==> src/rtl/axis_pkg.sv <==
// axis_pkg: shared state encoding, AXI constants and awsize helper for the write-address stage
package axis_pkg;
  typedef enum logic [2:0] {S_IDLE, S_FWD, S_CALC, S_ADDR, S_DONE} state_t;
  localparam logic [1:0] AXI_BURST_INCR = 2'b01;
  localparam int AXI_4KB = 4096;
  function automatic logic [2:0] awsize(input int dw);
    return 3'($clog2(dw / 8));
  endfunction
endpackage

==> src/rtl/axis_burst_calc.sv <==
// axis_burst_calc: burst length = min(beats_left, max burst[, beats to next 4KB boundary])
//   beats_left in  DW      beats still to issue
//   addr       in  AW      beat-aligned start address of the next burst
//   blen       out LW+1    beats in the next burst (1 .. 2**LW)
//   4KB term built only when AXIS_WRITE_ADDR_4K_EN is defined.
module axis_burst_calc
  import axis_pkg::*;
#(
  parameter int DW     = 32,
  parameter int AW     = 32,
  parameter int LW     = 4,
  parameter int DATA_W = 64
) (
  input  logic [DW-1:0] beats_left,
  input  logic [AW-1:0] addr,
  output logic [LW:0]   blen
);
  localparam logic [DW-1:0] MAX_BEATS = DW'(2 ** LW);
  logic [DW-1:0] cap;
`ifdef AXIS_WRITE_ADDR_4K_EN
  logic [12:0] to_bnd;
  logic        unused_hi;
  assign unused_hi = ^addr[AW-1:12];
  always_comb begin
    to_bnd = (13'(AXI_4KB) - {1'b0, addr[11:0]}) >> awsize(DATA_W);
    cap = DW'(to_bnd) < MAX_BEATS ? DW'(to_bnd) : MAX_BEATS;
  end
`else
  logic unused_addr;
  assign unused_addr = ^addr;
  assign cap = MAX_BEATS;
`endif
  assign blen = (LW+1)'(beats_left < cap ? beats_left : cap);
endmodule

==> src/rtl/axis_write_addr.sv <==
// axis_write_addr: splits a stream-to-memory write command into AXI INCR address bursts
//   clk, rst_n                     clock, async active-low reset
//   cfg_address/length/valid/ready command in (byte address, length in stream words)
//   wcfg_length/valid/ready        word length forwarded once to the write-data stage
//   axi_aw*                        AXI write-address channel
//   done                           one-cycle pulse when the last burst address is accepted
//   Define AXIS_WRITE_ADDR_4K_EN to keep bursts inside 4KB pages.
module axis_write_addr
  import axis_pkg::*;
#(
  parameter int CONFIG_AWIDTH  = 32,
  parameter int CONFIG_DWIDTH  = 32,
  parameter int AXI_ADDR_WIDTH = 32,
  parameter int AXI_LEN_WIDTH  = 4,
  parameter int AXI_DATA_WIDTH = 64,
  parameter int WIDTH_RATIO    = 2,
  parameter int CONVERT_SHIFT  = 1
) (
  input  logic                      clk,
  input  logic                      rst_n,
  input  logic [CONFIG_AWIDTH-1:0]  cfg_address,
  input  logic [CONFIG_DWIDTH-1:0]  cfg_length,
  input  logic                      cfg_valid,
  output logic                      cfg_ready,
  output logic [CONFIG_DWIDTH-1:0]  wcfg_length,
  output logic                      wcfg_valid,
  input  logic                      wcfg_ready,
  output logic [AXI_ADDR_WIDTH-1:0] axi_awaddr,
  output logic [AXI_LEN_WIDTH-1:0]  axi_awlen,
  output logic [2:0]                axi_awsize,
  output logic [1:0]                axi_awburst,
  output logic                      axi_awvalid,
  input  logic                      axi_awready,
  output logic                      done
);
  localparam logic [2:0] SZ = awsize(AXI_DATA_WIDTH);
  localparam logic [AXI_ADDR_WIDTH-1:0] BEAT_MASK = AXI_ADDR_WIDTH'(AXI_DATA_WIDTH / 8 - 1);
  state_t state, nxt;
  logic live;
  logic [AXI_ADDR_WIDTH-1:0] addr;
  logic [CONFIG_DWIDTH-1:0] beats_left, len_q;
  logic [CONFIG_DWIDTH:0] beats_c;
  logic [AXI_LEN_WIDTH:0] blen, blen_c;
  logic accept;
  axis_burst_calc #(
    .DW(CONFIG_DWIDTH), .AW(AXI_ADDR_WIDTH), .LW(AXI_LEN_WIDTH), .DATA_W(AXI_DATA_WIDTH)
  ) u_calc (
    .beats_left(beats_left), .addr(addr), .blen(blen_c)
  );
  // live holds cfg_ready low during reset and for the clock that releases it
  assign cfg_ready   = live && state == S_IDLE;
  assign accept      = cfg_ready && cfg_valid;
  assign beats_c     = ({1'b0, cfg_length} + (CONFIG_DWIDTH+1)'(WIDTH_RATIO - 1)) >> CONVERT_SHIFT;
  assign wcfg_valid  = state == S_FWD;
  assign wcfg_length = len_q;
  assign axi_awvalid = state == S_ADDR;
  assign axi_awaddr  = addr;
  assign axi_awlen   = axi_awvalid ? AXI_LEN_WIDTH'(blen - 1'b1) : '0;
  assign axi_awsize  = SZ;
  assign axi_awburst = AXI_BURST_INCR;
  assign done        = state == S_DONE;
  always_comb begin
    nxt = state;
    case (state)
      S_IDLE:  nxt = accept ? (cfg_length == '0 ? S_DONE : S_FWD) : S_IDLE;
      S_FWD:   nxt = wcfg_ready ? S_CALC : S_FWD;
      S_CALC:  nxt = S_ADDR;
      S_ADDR:  nxt = axi_awready ? (beats_left == CONFIG_DWIDTH'(blen) ? S_DONE : S_CALC) : S_ADDR;
      default: nxt = S_IDLE;
    endcase
  end
  always_ff @(posedge clk or negedge rst_n) begin
    if (!rst_n) begin
      state      <= S_IDLE;
      live       <= 1'b0;
      addr       <= '0;
      beats_left <= '0;
      len_q      <= '0;
      blen       <= '0;
    end else begin
      state <= nxt;
      live  <= 1'b1;
      if (accept) begin
        addr       <= AXI_ADDR_WIDTH'(cfg_address) & ~BEAT_MASK;
        beats_left <= CONFIG_DWIDTH'(beats_c);
        len_q      <= cfg_length;
      end
      if (state == S_CALC) blen <= blen_c;
      if (axi_awvalid && axi_awready) begin
        addr       <= addr + (AXI_ADDR_WIDTH'(blen) << SZ);
        beats_left <= beats_left - CONFIG_DWIDTH'(blen);
      end
    end
  end
endmodule

==> config.mk <==
export PLATFORM = sky130hd
export DESIGN_NAME = axis_write_addr
export DESIGN_NICKNAME = d
export VERILOG_FILES = /design/src/rtl/axis_pkg.sv /design/src/rtl/axis_burst_calc.sv /design/src/rtl/axis_write_addr.sv
export SDC_FILE = /design/constraint.sdc
export NUM_CORES = 1
export LEC_CHECK = 0
export ABC_AREA = 1
export BUFFER_PORTS_ARGS = -buffer_cell sky130_fd_sc_hd__buf_4
export CELL_PAD_IN_SITES_DETAIL_PLACEMENT = 1
export CELL_PAD_IN_SITES_GLOBAL_PLACEMENT = 1
export CORE_MARGIN = 8
export CORE_UTILIZATION = 36
export DETAILED_ROUTE_END_ITERATION = 6
export MAX_ROUTING_LAYER = met4
export PLACE_DENSITY_LB_ADDON = 0.1
export SLEW_MARGIN = 25
export SYNTH_ARGS = -nofsm -noshare
export SYNTH_HDL_FRONTEND = slang
export SYNTH_SLANG_ARGS = --single-unit
==> constraint.sdc <==
create_clock -name clk -period 2.27 [get_ports clk]
set_clock_uncertainty 0.2 [all_clocks]
set_input_delay 0.227 -clock clk [delete_from_list [all_inputs] [get_ports clk]]
set_output_delay 0.227 -clock clk [all_outputs]
set_load 0.05 [all_outputs]
# ---- Yosys cells after proc, flatten, opt, wreduce, memory -nomap -nowiden
# Index checks and enable logic that the tools add are counted.
dict set report totals {
  register_bits 105
  out_inout_bits 77
  elab_cells 34
}
dict set report classes {
  n_addsub 4
  order_cmp 1
  n_eq_ne 5
  n_mux 12
  n_reduce_logical 6
}
# operator count
set op_table {}
lappend op_table {{$mux W32} 4}
lappend op_table {{$add A32 B1 Y33 const B} 1}
lappend op_table {{$add A32 B8 Y32} 1}
lappend op_table {{$eq A32 B5 Y1} 1}
lappend op_table {{$logic_not A32 Y1} 1}
lappend op_table {{$lt A32 B5 Y1 const B} 1}
lappend op_table {{$sub A32 B5 Y32} 1}
lappend op_table {{$mux W3} 4}
lappend op_table {{$pmux W3 S4} 1}
lappend op_table {{$eq A3 B2 Y1 const B} 2}
lappend op_table {{$mux W5} 1}
lappend op_table {{$mux W4} 1}
lappend op_table {{$sub A4 B1 Y4 const B} 1}
lappend op_table {{$eq A3 B1 Y1 const B} 1}
lappend op_table {{$eq A3 B3 Y1 const B} 1}
lappend op_table {{$logic_and A1 B1 Y1} 3}
lappend op_table {{$logic_not A3 Y1} 1}
lappend op_table {{$mux W2} 1}
lappend op_table {{$reduce_bool A2 Y1} 1}

# ---- Depth between registers and ports, before layout
# Gate-level depths: netlist of run 1.
dict set report depth {
  word_depth 5
  ltp_mapped 15
  ltp_nobuf 15
}

# ---- Cells and area by module
# Synthesis of run 1 repeated with hierarchy kept, for this count alone.
dict set report hier_totals {
  cells_unflattened 1173
  area_unflattened_um2 7534.7
}
# mod instances cells_each area_each_um2 seq_area_each_um2
set modules_own_cells {}
lappend modules_own_cells {axis_write_addr 1 1138 7388.3 2552.4}
lappend modules_own_cells {axis_burst_calc 1 35 146.4 0.0}

# ---- Worst setup path after synthesis of run 1
# No wires, ideal clock.
dict set report synth_path {
  path_type {register to register}
  from {reg addr[3] (netlist: axi_awaddr[3])}
  to {reg addr[17] (netlist: axi_awaddr[17])}
  setup_time_ns 0.127
  arrival_time_ns 2.105
  required_ns 1.943
  path_slack_ns -0.162
  path_stages_with_launch 10
  path_buffers 0
  cell_sequence {dfrtp_1 -> ha_1 -> fa_1 -> nand3_1 -> nand2_1 -> a21boi_0 -> nor2_2 -> nand3_1 -> nor2_1 -> nand3b_1}
}
dict set report synth_between {
  elab_chain_len 2
}
# element line_no
set synth_rtl {}
lappend synth_rtl {{start, declared} axis_write_addr.sv:40} ;# logic [AXI_ADDR_WIDTH-1:0] addr;
lappend synth_rtl {{start signal, assigned} axis_write_addr.sv:84} ;# addr <= AXI_ADDR_WIDTH'(cfg_address) & ~BEAT_MASK;
lappend synth_rtl {{start signal, assigned} axis_write_addr.sv:90} ;# addr <= addr + (AXI_ADDR_WIDTH'(blen) << SZ);
lappend synth_rtl {{$add A32 B8 Y32} axis_write_addr.sv:90}
lappend synth_rtl {{$mux W32} axis_write_addr.sv:89} ;# if (axi_awvalid && axi_awready) begin
# Every way passes these cells.
# A chain may end at the register's enable or synchronous reset.

# ---- Final worst setup path of run 1
dict set report layout_path {
  from {reg blen[0]}
  to {reg beats_left[14]}
}
dict set report layout_between {
  elab_chain_len 2
}
# element line_no
set layout_rtl {}
lappend layout_rtl {{start, declared} axis_write_addr.sv:43} ;# logic [AXI_LEN_WIDTH:0] blen, blen_c;
lappend layout_rtl {{start signal, assigned} axis_write_addr.sv:88} ;# if (state == S_CALC) blen <= blen_c;
lappend layout_rtl {{$sub A32 B5 Y32} axis_write_addr.sv:91} ;# beats_left <= beats_left - CONFIG_DWIDTH'(blen);
lappend layout_rtl {{$mux W32} axis_write_addr.sv:89}
lappend layout_rtl {{end signal, assigned} axis_write_addr.sv:85} ;# beats_left <= CONFIG_DWIDTH'(beats_c);
lappend layout_rtl {{end signal, assigned} axis_write_addr.sv:91}
lappend layout_rtl {{end, declared} axis_write_addr.sv:41} ;# logic [CONFIG_DWIDTH-1:0] beats_left, len_q;
# Every way passes these cells.

==> reports/results.ini, run 1 <==
[yosys]
synthMuxAreaShare_pct = 0
yosys-top-cells-count = nand2_1 (367), inv_1 (136), nand3_1 (129), nor2_1 (129), dfrtp_1 (102)
synth_area_leader_cell = dfrtp_1
yosys.area_share.xor_xnor_pct = 1.288
yosys.area_share.simple_pct = 41.75
synth_compound_area_share_pct = 9.970
synth_cell_types = 45
netlist_instances = 1154
synth_top_family_by_area = simple AND/OR/NAND/NOR gates
ys.flop_type = dfrtp_1
synthTopCellsByArea = dfrtp_1 (34%), nand2_1 (18%), nand3_1 (8.6%), inv_1 (6.8%), nor2_1 (6.5%)
ys_seq_area_share_pct = 34.13
synth_area_um2 = 7480
synth_area_per_cell_um2 = 6.482
synth_fa_ha_area_share_pct = 2.710
async_flop_share_pct = 100.0
ys_ff_latch = 102
synth_edf_count = 0
synth_most_common_cell = nand2_1
yosysTopAreaCellShare_pct = 34.13
ys_warn_count = 0

[clock_network]
cts.sinks = 102
clk_latency_ns = 0.37
root_buffer = clkbuf_16
cts_tree = built
htreeDepth = 3
cts.clk_slew.worst_paths_ns = 0.08
clockBufferDepth = 2
cts_buffers = 9

[floorplanning]
start_util_pct = 36.85
rows = 52
die_x_um = 160.1
coreArea_um2 = 20300
die_area_um2 = 25640
io_pins = 146
die_height_um = 160.1

[routing]
drc = 0
vias_per_cell = 5.111
firstDrtPassIters = 5
routedWlPerCell_um = 18.29
wirelength_um = 29910
num_vias = 8357
drt_iter0_markers = 349
postRouteAntennaNets = 0

[worst_hold_path]
hold_end = wcfg_length[14]$_DFFE_PN0P_
hp-start = cfg_length[14]
hold_class = input pin to flop
whs_path_depth = 3

[critical_path]
critPathKind = flop to flop
cp.required_ns = 2.31
crit_chain = ha_4, fa_2, nor2_2, nand2_1, nand3_2, nor2_2, or2_2, nand3_1, a21oi_1
cpPeakStageDelay_ns = 0.45
cpMostUsedCell = nor2_2
cp.arrival_ns = 2.22
slowest_stage = dfrtp_2
worstReg2RegStart = blen[0]$_DFFE_PN0P_
timing.rr.end = beats_left[14]$_DFFE_PN0P_
rrSetupSlack_ns = 0.09
r2r_cells = 9
cp-end-kind = flop
cp_max_fo = 4
cp-start-kind = flop
worstSetupStartpoint = blen[0]$_DFFE_PN0P_

[power]
ir_drop_v = 0.0007850
p_leak_nw = 4.832
powerDensity_nw_per_um2 = 1270
power_mw = 12.71

[grt]
grt_pass1_vias = 8968
grtUsageTotal_pct = 23.86
grt_antenna_before_repair = 0
grt_start_max_net_pins = 54
overflow = 0
grt_pass1_wl_um = 48050

[timing]
grt_setup_unrepaired = true
fin_crit_sh_pct = 96.03
fmax_mhz = 458.8
setup_viol = 0
hold_viol = 0
drv_slew = 0
finalCriticalPeriod_ns = 2.180

[outcome]
status = finished clean

[layout]
final_util_pct = 49.30
n_antenna_cell = 0
area_growth_pct = 33.81
drive_gt1_share_pct = 19.78
fin_nets = 1444
fillers = 2696

[run]
maxCapViolCount = 0

[place]
routabilityCongestion = 0.8724
dp_hpwl_um = 23300
port_buffers = 134

-- worst max path at each step --
| stage | endpoint | slack, ns | cells after the start |
|---|---|---|---|
| 2_1_floorplan | axi_awaddr[17]$_DFFE_PN0P_ | 0.04 | 9 |
| 3_3_place_gp | beats_left[14]$_DFFE_PN0P_ | -0.03 | 9 |
| 3_5_place_dp | beats_left[14]$_DFFE_PN0P_ | -0.06 | 9 |
| 4_1_cts | axi_awaddr[29]$_DFFE_PN0P_ | 0.005 | 11 |
| 5_1_grt | beats_left[26]$_DFFE_PN0P_ | -0.06 | 14 |
| 6_report | beats_left[14]$_DFFE_PN0P_ | 0.09 | 9 |
-- layer usage --
metal  share of wire, %  vias up  global-route usage [%]
met5                  0        -                       -
met2                 49      178                   40.20
met3                4.0       50                   3.805
met4                3.3        0                   10.03
met1                 44     3997                   27.88
li1                   -     4132                       -
-- repair_timing --
item                                    4_1_cts  5_1_grt
endpoints found under the hold margin       144        0
pin swaps                                     0        9
endpoints found under the setup margin        9       43
buffers inserted                              0        2
gates resized for setup                       6       48
hold buffers                                 49        0
-- critical path: cells and delay by family (launching register included) --
family | cells | cell delay [ns]
AO/OA/AOI/OAI | 1 | 0.06
AND/OR/NAND/NOR | 6 | 0.73
adder cells (fa/ha/maj) | 2 | 0.61
flip-flops | 1 | 0.45
-- cells in the final DEF (no fill, tap or decap), types with 9 or more instances in the layout --
cell type,n
conb_1,9
buf_4,166
nand2_2,10
dfrtp_1,98
nand2_1,357
dlygate4sd3_1,49
a21oi_1,22
nor2_2,17
o21ai_1,12
o22ai_1,12
nand4_1,28
nor2_1,121
clkbuf_16,9
o211ai_1,10
nand3_1,126
o21ai_0,49
inv_1,134
nor3_1,16
-- power by group --
part / switching (mW) / leakage, nW / internal (mW)
sequential: 0.885 / 1.24 / 2.66
clock: 0.858 / 0.139 / 0.774
combinational: 5.15 / 3.45 / 2.37
-- sequential cells by signal (all words and copies together), names as in the netlist --
signal and count:
state 3, live 1, beats_left 32, blen 5, wcfg_length 32, axi_awaddr 29
-- final cells by class --
type / instances / area (um2) / area share, %
tap: 270 / 337.8 / 3.375
inverter: 141 / 531.8 / 5.313
sequential: 102 / 2557 / 25.55
timing repair buffer: 224 / 1899 / 18.98
clock buffer: 9 / 225.2 / 2.250
multi-input combinational: 882 / 4394 / 43.91
clock inverter: 7 / 62.56 / 0.6251
-- kinds of logic (layout without fill, tap and decap cells) --
| kind of cell | after synthesis | after routing |
|---|---|---|
| compound gates | 129 | 129 |
| xor+xnor | 11 | 11 |
| fa+ha+maj | 15 | 15 |
| buf+inv | 177 | 381 |
| flops | 102 | 102 |
| other cells | 2 | 9 |
| simple gates | 718 | 718 |
-- metrics by stage --
step                      setup TNS (ns)  hold slack, ns  setup slack (ns)  cells  cell area [um2]
final                                  0         0.01407           0.09019   1635            10010
after detailed placement         -0.1544        -0.01510          -0.06277   1568             9014
after global routing             -0.1034         0.02966          -0.05637   1635            10010
after global placement          -0.02984        -0.01931          -0.02984   1568             9014
after CTS                              0        0.004292          0.004620   1633             9806
after floorplan                        0         -0.2686           0.03960   1161             7507
No activity file was read; power rests on OpenSTA's default activity.
==> run 2: changes to the inputs <==
--- a/config.mk
+++ b/config.mk
@@ -5,7 +5,6 @@
 export SDC_FILE = /design/constraint.sdc
 export NUM_CORES = 1
 export LEC_CHECK = 0
-export ABC_AREA = 1
 export BUFFER_PORTS_ARGS = -buffer_cell sky130_fd_sc_hd__buf_4
 export CELL_PAD_IN_SITES_DETAIL_PLACEMENT = 1
 export CELL_PAD_IN_SITES_GLOBAL_PLACEMENT = 1
==> run 2 against run 1 <==
  * The flow now finishes with violations (setup timing)
  * First-iteration DRC count is 9.2% lower
  * Combinational power is 17% lower
  * Power is 9.4% lower
  * Flip-flop and latch count stayed put
  * Setup slack worse by 0.27 ns
  * Synthesized area is 18% lower
  * Critical path type unchanged
  * Largest cell class unchanged
==> reports/results.ini, run 2 <==
[timing]
grt_setup_unrepaired = true
setup_viol = 26  ; +26
setup_ws_ns = -0.1782  ; -0.2684 ns
drv_slew = 0  ; unchanged
fin_crit_sh_pct = 107.9  ; +12 points
finalCriticalPeriod_ns = 2.448  ; +0.2684 ns
hold_viol = 0  ; unchanged
fmax_mhz = 408.5  ; -11%

[floorplanning]
io_pins = 146  ; unchanged
die_height_um = 146.4  ; -8.6%
rows = 47  ; -9.6%
coreArea_um2 = 16580  ; -18%
die_area_um2 = 21450  ; -16%
start_util_pct = 36.94  ; +0.093 points
die_x_um = 146.4  ; -8.6%

[grt]
overflow = 0  ; unchanged
grt_antenna_before_repair = 0  ; unchanged
grt_pass1_wl_um = 37200  ; -23%
grt_start_max_net_pins = 47  ; -13%
grtUsageTotal_pct = 21.66  ; -2.2 points
grt_pass1_vias = 7197  ; -20%

[yosys]
ys.flop_type = dfrtp_1
yosys-top-cells-count = nand2_1 (152), dfrtp_1 (102), nor2_1 (58)
synth_cell_types = 67  ; +49%
synth_edf_count = 0  ; unchanged
synth_area_per_cell_um2 = 8.604  ; +33%
async_flop_share_pct = 100.0  ; unchanged
netlist_instances = 712  ; -38%
synth_area_um2 = 6126  ; -18%
ys_ff_latch = 102  ; unchanged
synthTopCellsByArea = dfrtp_1 (42%), nand2_1 (9.3%), xor2_1 (4.0%), nor2_1 (3.6%), nand3_1 (3.2%)
synth_most_common_cell = nand2_1
ys_seq_area_share_pct = 41.67  ; +7.5 points
ys_warn_count = 0  ; unchanged
synth_area_leader_cell = dfrtp_1
yosysTopAreaCellShare_pct = 41.67  ; +7.5 points

[routing]
num_vias = 6510  ; -22%
wirelength_um = 23090  ; -23%
postRouteAntennaNets = 0  ; unchanged
firstDrtPassIters = 4  ; -1
vias_per_cell = 5.443  ; +6.5%
drt_iter0_markers = 317  ; -9.2%
routedWlPerCell_um = 19.30  ; +5.5%
drc = 0  ; unchanged

[clock_network]
cts_tree = built
cts_buffers = 9  ; unchanged
clk_latency_ns = 0.36  ; about the same
htreeDepth = 3  ; unchanged
cts.clk_slew.worst_paths_ns = 0.08  ; about the same
cts.sinks = 102  ; unchanged
clockBufferDepth = 2  ; unchanged
root_buffer = clkbuf_16

[place]
dp_cells = 1101  ; -30%
port_buffers = 134  ; unchanged
routabilityCongestion = 0.8748  ; +0.28%
dp_hpwl_um = 16210  ; -30%
dp_slack_ns = -0.2879  ; -0.2251 ns

[power]
ir_drop_v = 0.0006559  ; -16%
p_leak_nw = 4.120  ; -15%
power.internal_mw = 5.936  ; +2.1%
switching_share_pct = 48.47  ; -5.8 points
p_switching_mw = 5.582  ; -19%
seqPwrFrac_pct = 29.8  ; +1.9 points
powerDensity_nw_per_um2 = 1232  ; -3.0%
comb_power_share_pct = 54.3  ; -4.9 points
clkPwrFrac_pct = 15.9  ; +3.1 points

[critical_path]
r2r_cells = 11  ; +2
cp_max_fo = 5  ; +1
cp.required_ns = 2.32  ; about the same
cp-start-kind = flop
timing.rr.end = beats_left[26]$_DFFE_PN0P_
worstSetupStartpoint = beats_left[0]$_DFFE_PN0P_
cp.arrival_ns = 2.50  ; +0.28 ns
rrSetupSlack_ns = -0.18  ; -0.27 ns
worstReg2RegStart = beats_left[0]$_DFFE_PN0P_
critPathKind = flop to flop
cp-end-kind = flop

[layout]
fin_nets = 1055  ; -27%
final_util_pct = 56.39  ; +7.1 points
mostFrequentLayoutCells = buf_4 (210), nand2_1 (146), dfrtp_1 (97)
area_growth_pct = 52.66
drive_gt1_share_pct = 34.22  ; +14 points
fin_cells = 1196  ; -27%
mostFrequentLayoutCell = buf_4
n_antenna_cell = 0  ; unchanged

[worst_hold_path]
hp-start = cfg_address[10]
hold_class = input pin to flop
hold_end = axi_awaddr[10]$_DFFE_PN0P_
whs_path_depth = 3  ; unchanged

[run]
maxCapViolCount = 0  ; unchanged

[outcome]
status = complete, but fails checks
violations = setup timing

==> run 2: changes by cell type in the layout (fill, tap and decap cells not counted), sizes merged, moves of 22 or more <==
cell,previous run,this run
nor2,144,59
buf,175,222
inv,146,16
o21ai,61,21
nand2,372,153
nand3,133,40
xor2,6,28
==> run 2: kinds of logic after synthesis <==
kind of cell	count (synthesis)	synth area share [%]
AND/OR/NAND/NOR	356	28.49
buffers and inverters	55	4.248
other	2	0.1226
XOR/XNOR	45	6.434
AO/OA/AOI/OAI	130	14.56
flip-flops	102	41.67
multiplexers	7	1.164
adder cells (fa/ha/maj)	15	3.309
==> run 2: final cells by class <==
cell class              count  area [um2]
clock inverters             6       108.9
fillers                  1896        7232
multi-input cells         563        3794
inverters                  15       56.30
repair buffers            280        2330
well taps                 220       275.3
clock buffers              10       229.0
flip-flops and latches    102        2559
==> run 2: critical path, stage by stage, from the launching register on <==
cell and delay (ns):
dfrtp_1 0.39, inv_2 0.08, ha_4 0.13, fa_2 0.21, nor2b_2 0.05, o31a_1 0.38
buf_6 0.15, nor3_4 0.22, buf_6 0.17, nand3b_1 0.10, xor2_1 0.16, a21oi_1 0.08
==> run 2: per-layer routing <==
metal	up-vias	wire, um	GRT usage, %
li1	3050	-	-
met2	165	11500	37.04
met3	26	957	3.492
met1	3269	10230	25.72
met4	0	397	6.646
met5	-	0	-
==> run 2: worst max-delay path by stage <==
stage | endpoint | slack (ns) | depth (start not counted)
6_report | beats_left[26]$_DFFE_PN0P_ | -0.18 | 11
5_1_grt | beats_left[26]$_DFFE_PN0P_ | -0.25 | 11
4_1_cts | beats_left[24]$_DFFE_PN0P_ | -0.21 | 9
3_5_place_dp | beats_left[22]$_DFFE_PN0P_ | -0.29 | 10
3_3_place_gp | beats_left[24]$_DFFE_PN0P_ | -0.18 | 9
2_1_floorplan | beats_left[24]$_DFFE_PN0P_ | -0.09 | 9
==> run 2: power groups by stage <==
| stage | logic (mW) | clock network, mW | registers (mW) |
|---|---|---|---|
| after global routing | 6.65 | 1.92 | 3.54 |
| after CTS | 6.01 | 1.86 | 3.37 |
| after detailed placement | 5.74 | 0 | 3.35 |
| after floorplan | 2.00 | 0 | 4.96 |
| after global placement | 5.58 | 0 | 3.31 |
| final | 6.25 | 1.84 | 3.43 |
==> run 2: through the flow <==
stage	hold slack, ns	TNS [ns]	total power, mW	area [um2]
global route	0.05957	-5.031	12.11	9351
detailed placement	-0.02950	-4.444	9.098	7888
finish	0.01781	-1.916	11.52	9351
CTS	0.009245	-2.428	11.24	9012
floorplan	-0.2686	-0.5808	6.964	6262
global placement	-0.03469	-2.156	8.889	7888
==> run 2: what timing repair did <==
item                                    in CTS  in global routing
resized for setup                           44                 57
endpoints found under the setup margin      40                 54
hold endpoints to repair                   132                  0
hold buffers                                58                  0
buffers inserted                             7                 12
pin swaps                                   26                 30
gates cloned                                 1                  1
==> run 3: changes to the inputs <==
--- a/config.mk
+++ b/config.mk
@@ -12,7 +12,7 @@
 export CORE_UTILIZATION = 36
 export DETAILED_ROUTE_END_ITERATION = 6
 export MAX_ROUTING_LAYER = met4
-export PLACE_DENSITY_LB_ADDON = 0.1
+export PLACE_DENSITY = 0.78
 export SLEW_MARGIN = 25
 export SYNTH_ARGS = -nofsm -noshare
 export SYNTH_HDL_FRONTEND = slang
==> run 3 against run 2 <==
  * Non-clock buffer count rose by 14
  * Highest routed layer unchanged
  * First-iteration DRC count fell by 14%
  * Sequential share of layout area fell by 0.37 points
  * Via count rose by 1.2%
  * The flow still finishes with violations (setup timing)
  * Global-route usage fell by 0.34 points
  * Clock power fell by 17%
  * Hold slack improved by 0.011 ns
  * Cell count rose by 1.1%
  * Utilization rose by 0.72 points
==> reports/results.ini, run 3 (synthesis results as in run 2) <==
[critical_path]
cp-end-kind = flop
cpMostUsedCell = nor2_1
critPathKind = flop to flop
worstReg2RegStart = beats_left[0]$_DFFE_PN0P_
cp-start-kind = flop
cp.buffers_inverters = 1  ; -2
crit_chain = inv_2, ha_4, fa_2, nor2b_2, o31a_1, or4b_4, nor2_1, a32o_1, nor2_1
cpPeakStageDelay_ns = 0.55  ; +0.16 ns
cp.arrival_ns = 2.52  ; +0.02 ns
cp_max_fo = 4  ; -1
cp.required_ns = 2.32  ; about the same
worstSetupStartpoint = beats_left[0]$_DFFE_PN0P_
cp_top_family = simple AND/OR/NAND/NOR gates
slowest_stage = or4b_4

[routing]
firstDrtPassIters = 4  ; unchanged
num_vias = 6590  ; +1.2%
postRouteAntennaNets = 0  ; unchanged
drt_iter0_markers = 274  ; -14%
routedWlPerCell_um = 19.75  ; +2.3%
drc = 0  ; unchanged
wirelength_um = 23870  ; +3.4%
vias_per_cell = 5.451  ; +0.14%

[outcome]
status = complete, but fails checks
violations = setup timing

[layout]
drive_gt1_share_pct = 34.78  ; +0.56 points
mostFrequentLayoutCells = buf_4 (215), nand2_1 (146), dfrtp_1 (99)
finalInstanceArea_um2 = 9472  ; +1.3%
mostFrequentLayoutCell = buf_4
fin_cells = 1209  ; +1.1%
fillers = 1927  ; +1.6%
n_antenna_cell = 0  ; unchanged
fin_nets = 1068  ; +1.2%
area_growth_pct = 54.62

[grt]
overflow = 0  ; unchanged
grt_pass1_wl_um = 36610  ; -1.6%
grt_pass1_vias = 7010  ; -2.6%
grt_antenna_before_repair = 0  ; unchanged
grtUsageTotal_pct = 21.33  ; -0.34 points
grt_start_max_net_pins = 45  ; -4.3%

[clock_network]
cts_tree = built
htreeDepth = 3  ; unchanged
cts_buffers = 9  ; unchanged
cts.clk_slew.worst_paths_ns = 0.07  ; about the same
clockBufferDepth = 2  ; unchanged
root_buffer = clkbuf_16
clk_latency_ns = 0.36  ; about the same
cts.sinks = 102  ; unchanged

[timing]
grt_setup_unrepaired = true
relSlewSlack_pct = 58.07
setup-tns-final_ns = -1.926  ; -0.01073 ns
finalCriticalPeriod_ns = 2.475  ; +0.02632 ns
hold_viol = 0  ; unchanged
fin_crit_sh_pct = 109.0  ; +1.2 points
fmax_mhz = 404.1  ; -1.1%
setup_ws_ns = -0.2045  ; -0.02632 ns
worstMarginPinSlew_ns = 0.6266
setup_viol = 28  ; +7.7%
drv_slew = 0  ; unchanged

[floorplanning]
rows = 47  ; unchanged
io_pins = 146  ; unchanged
die_x_um = 146.4  ; unchanged
start_util_pct = 36.94  ; unchanged
die_area_um2 = 21450  ; unchanged
coreArea_um2 = 16580  ; unchanged
die_height_um = 146.4  ; unchanged

[power]
p_leak_nw = 4.191  ; +1.7%
power.internal_mw = 5.746  ; -3.2%
comb_power_share_pct = 56.8  ; +2.5 points
p_switching_mw = 5.602  ; +0.36%
ir_drop_v = 0.0006855  ; +4.5%
power_mw = 11.35  ; -1.5%
clkPwrFrac_pct = 13.5  ; -2.4 points
switching_share_pct = 49.37  ; +0.90 points
powerDensity_nw_per_um2 = 1198  ; -2.7%
seqPwrFrac_pct = 29.7  ; about the same

[place]
routabilityCongestion = 0.8315  ; -4.9%
port_buffers = 134  ; unchanged
dp_cells = 1106  ; +0.45%
place_area_um2 = 7913  ; +0.32%
dp_slack_ns = -0.3036  ; -0.01573 ns
dp_hpwl_um = 15860  ; -2.2%

[run]
maxCapViolCount = 0  ; unchanged

[worst_hold_path]
hold_class = input pin to flop
hp-start = cfg_length[12]

## run 3: worst paths after layout
kind / end / slack (ns) / cells past startpoint
max in group asynchronous: beats_left[26]$_DFFE_PN0P_ / 1.10 / 3
worst min-delay path: beats_left[11]$_DFFE_PN0P_ / 0.03 / 3
worst max-delay path: beats_left[12]$_DFFE_PN0P_ / -0.20 / 9
min in group asynchronous: axi_awaddr[3]$_DFFE_PN0P_ / 0.15 / 2
worst max register to register: beats_left[12]$_DFFE_PN0P_ / -0.20 / 9
worst min register to register: wcfg_length[27]$_DFFE_PN0P_ / 0.29 / 2
## run 3: tightest hold or removal path, cell delays in order
cell	delay [ns]
buf_4	0.10
xnor2_1	0.06
o221ai_1	0.15
## run 3: what timing repair did
item | 4_1_cts | 5_1_grt
hold buffers | 59 | 0
resized for setup | 37 | 71
gates cloned | 0 | 1
pin swaps | 29 | 37
setup buffers | 14 | 14
hold endpoints to repair | 83 | 0
endpoints found under the setup margin | 35 | 55
## run 3: area by class of cell
class	instances	area [um2]	share of cell area, %
timing repair buffer	294	2476	26.14
tap	220	275.3	2.906
sequential	102	2556	26.99
multi-input combinational	562	3829	40.42
inverter	15	56.30	0.5945
clock buffer	13	260.3	2.748
clock inverter	3	18.77	0.1982
## run 3: metrics by stage
stage	hold slack (ns)	utilization (%)
global placement	-0.01329	47.71
floorplan	-0.2686	-
finish	0.02838	57.11
detailed placement	-0.006855	47.71
CTS	0.009109	54.37
global route	0.04240	57.11
## run 3: metal layers
layer	GRT usage (%)	wire, um	share of wire, %	vias to the layer above
met5	-	0	0	-
met4	5.925	505	2.1	0
met3	2.967	910	3.8	34
met2	37.08	12290	51	176
met1	25.33	10170	43	3305
li1	-	-	-	3075
## run 3: power groups by stage
| stage | Sequential, mW | Clock [mW] | Combinational, mW |
|---|---|---|---|
| final | 3.37 | 1.53 | 6.45 |
| after global routing | 3.47 | 1.62 | 6.85 |
| after CTS | 3.30 | 1.56 | 6.06 |
| after detailed placement | 3.30 | 0 | 5.79 |
| after global placement | 3.27 | 0 | 5.65 |
| after floorplan | 4.96 | 0 | 2.00 |
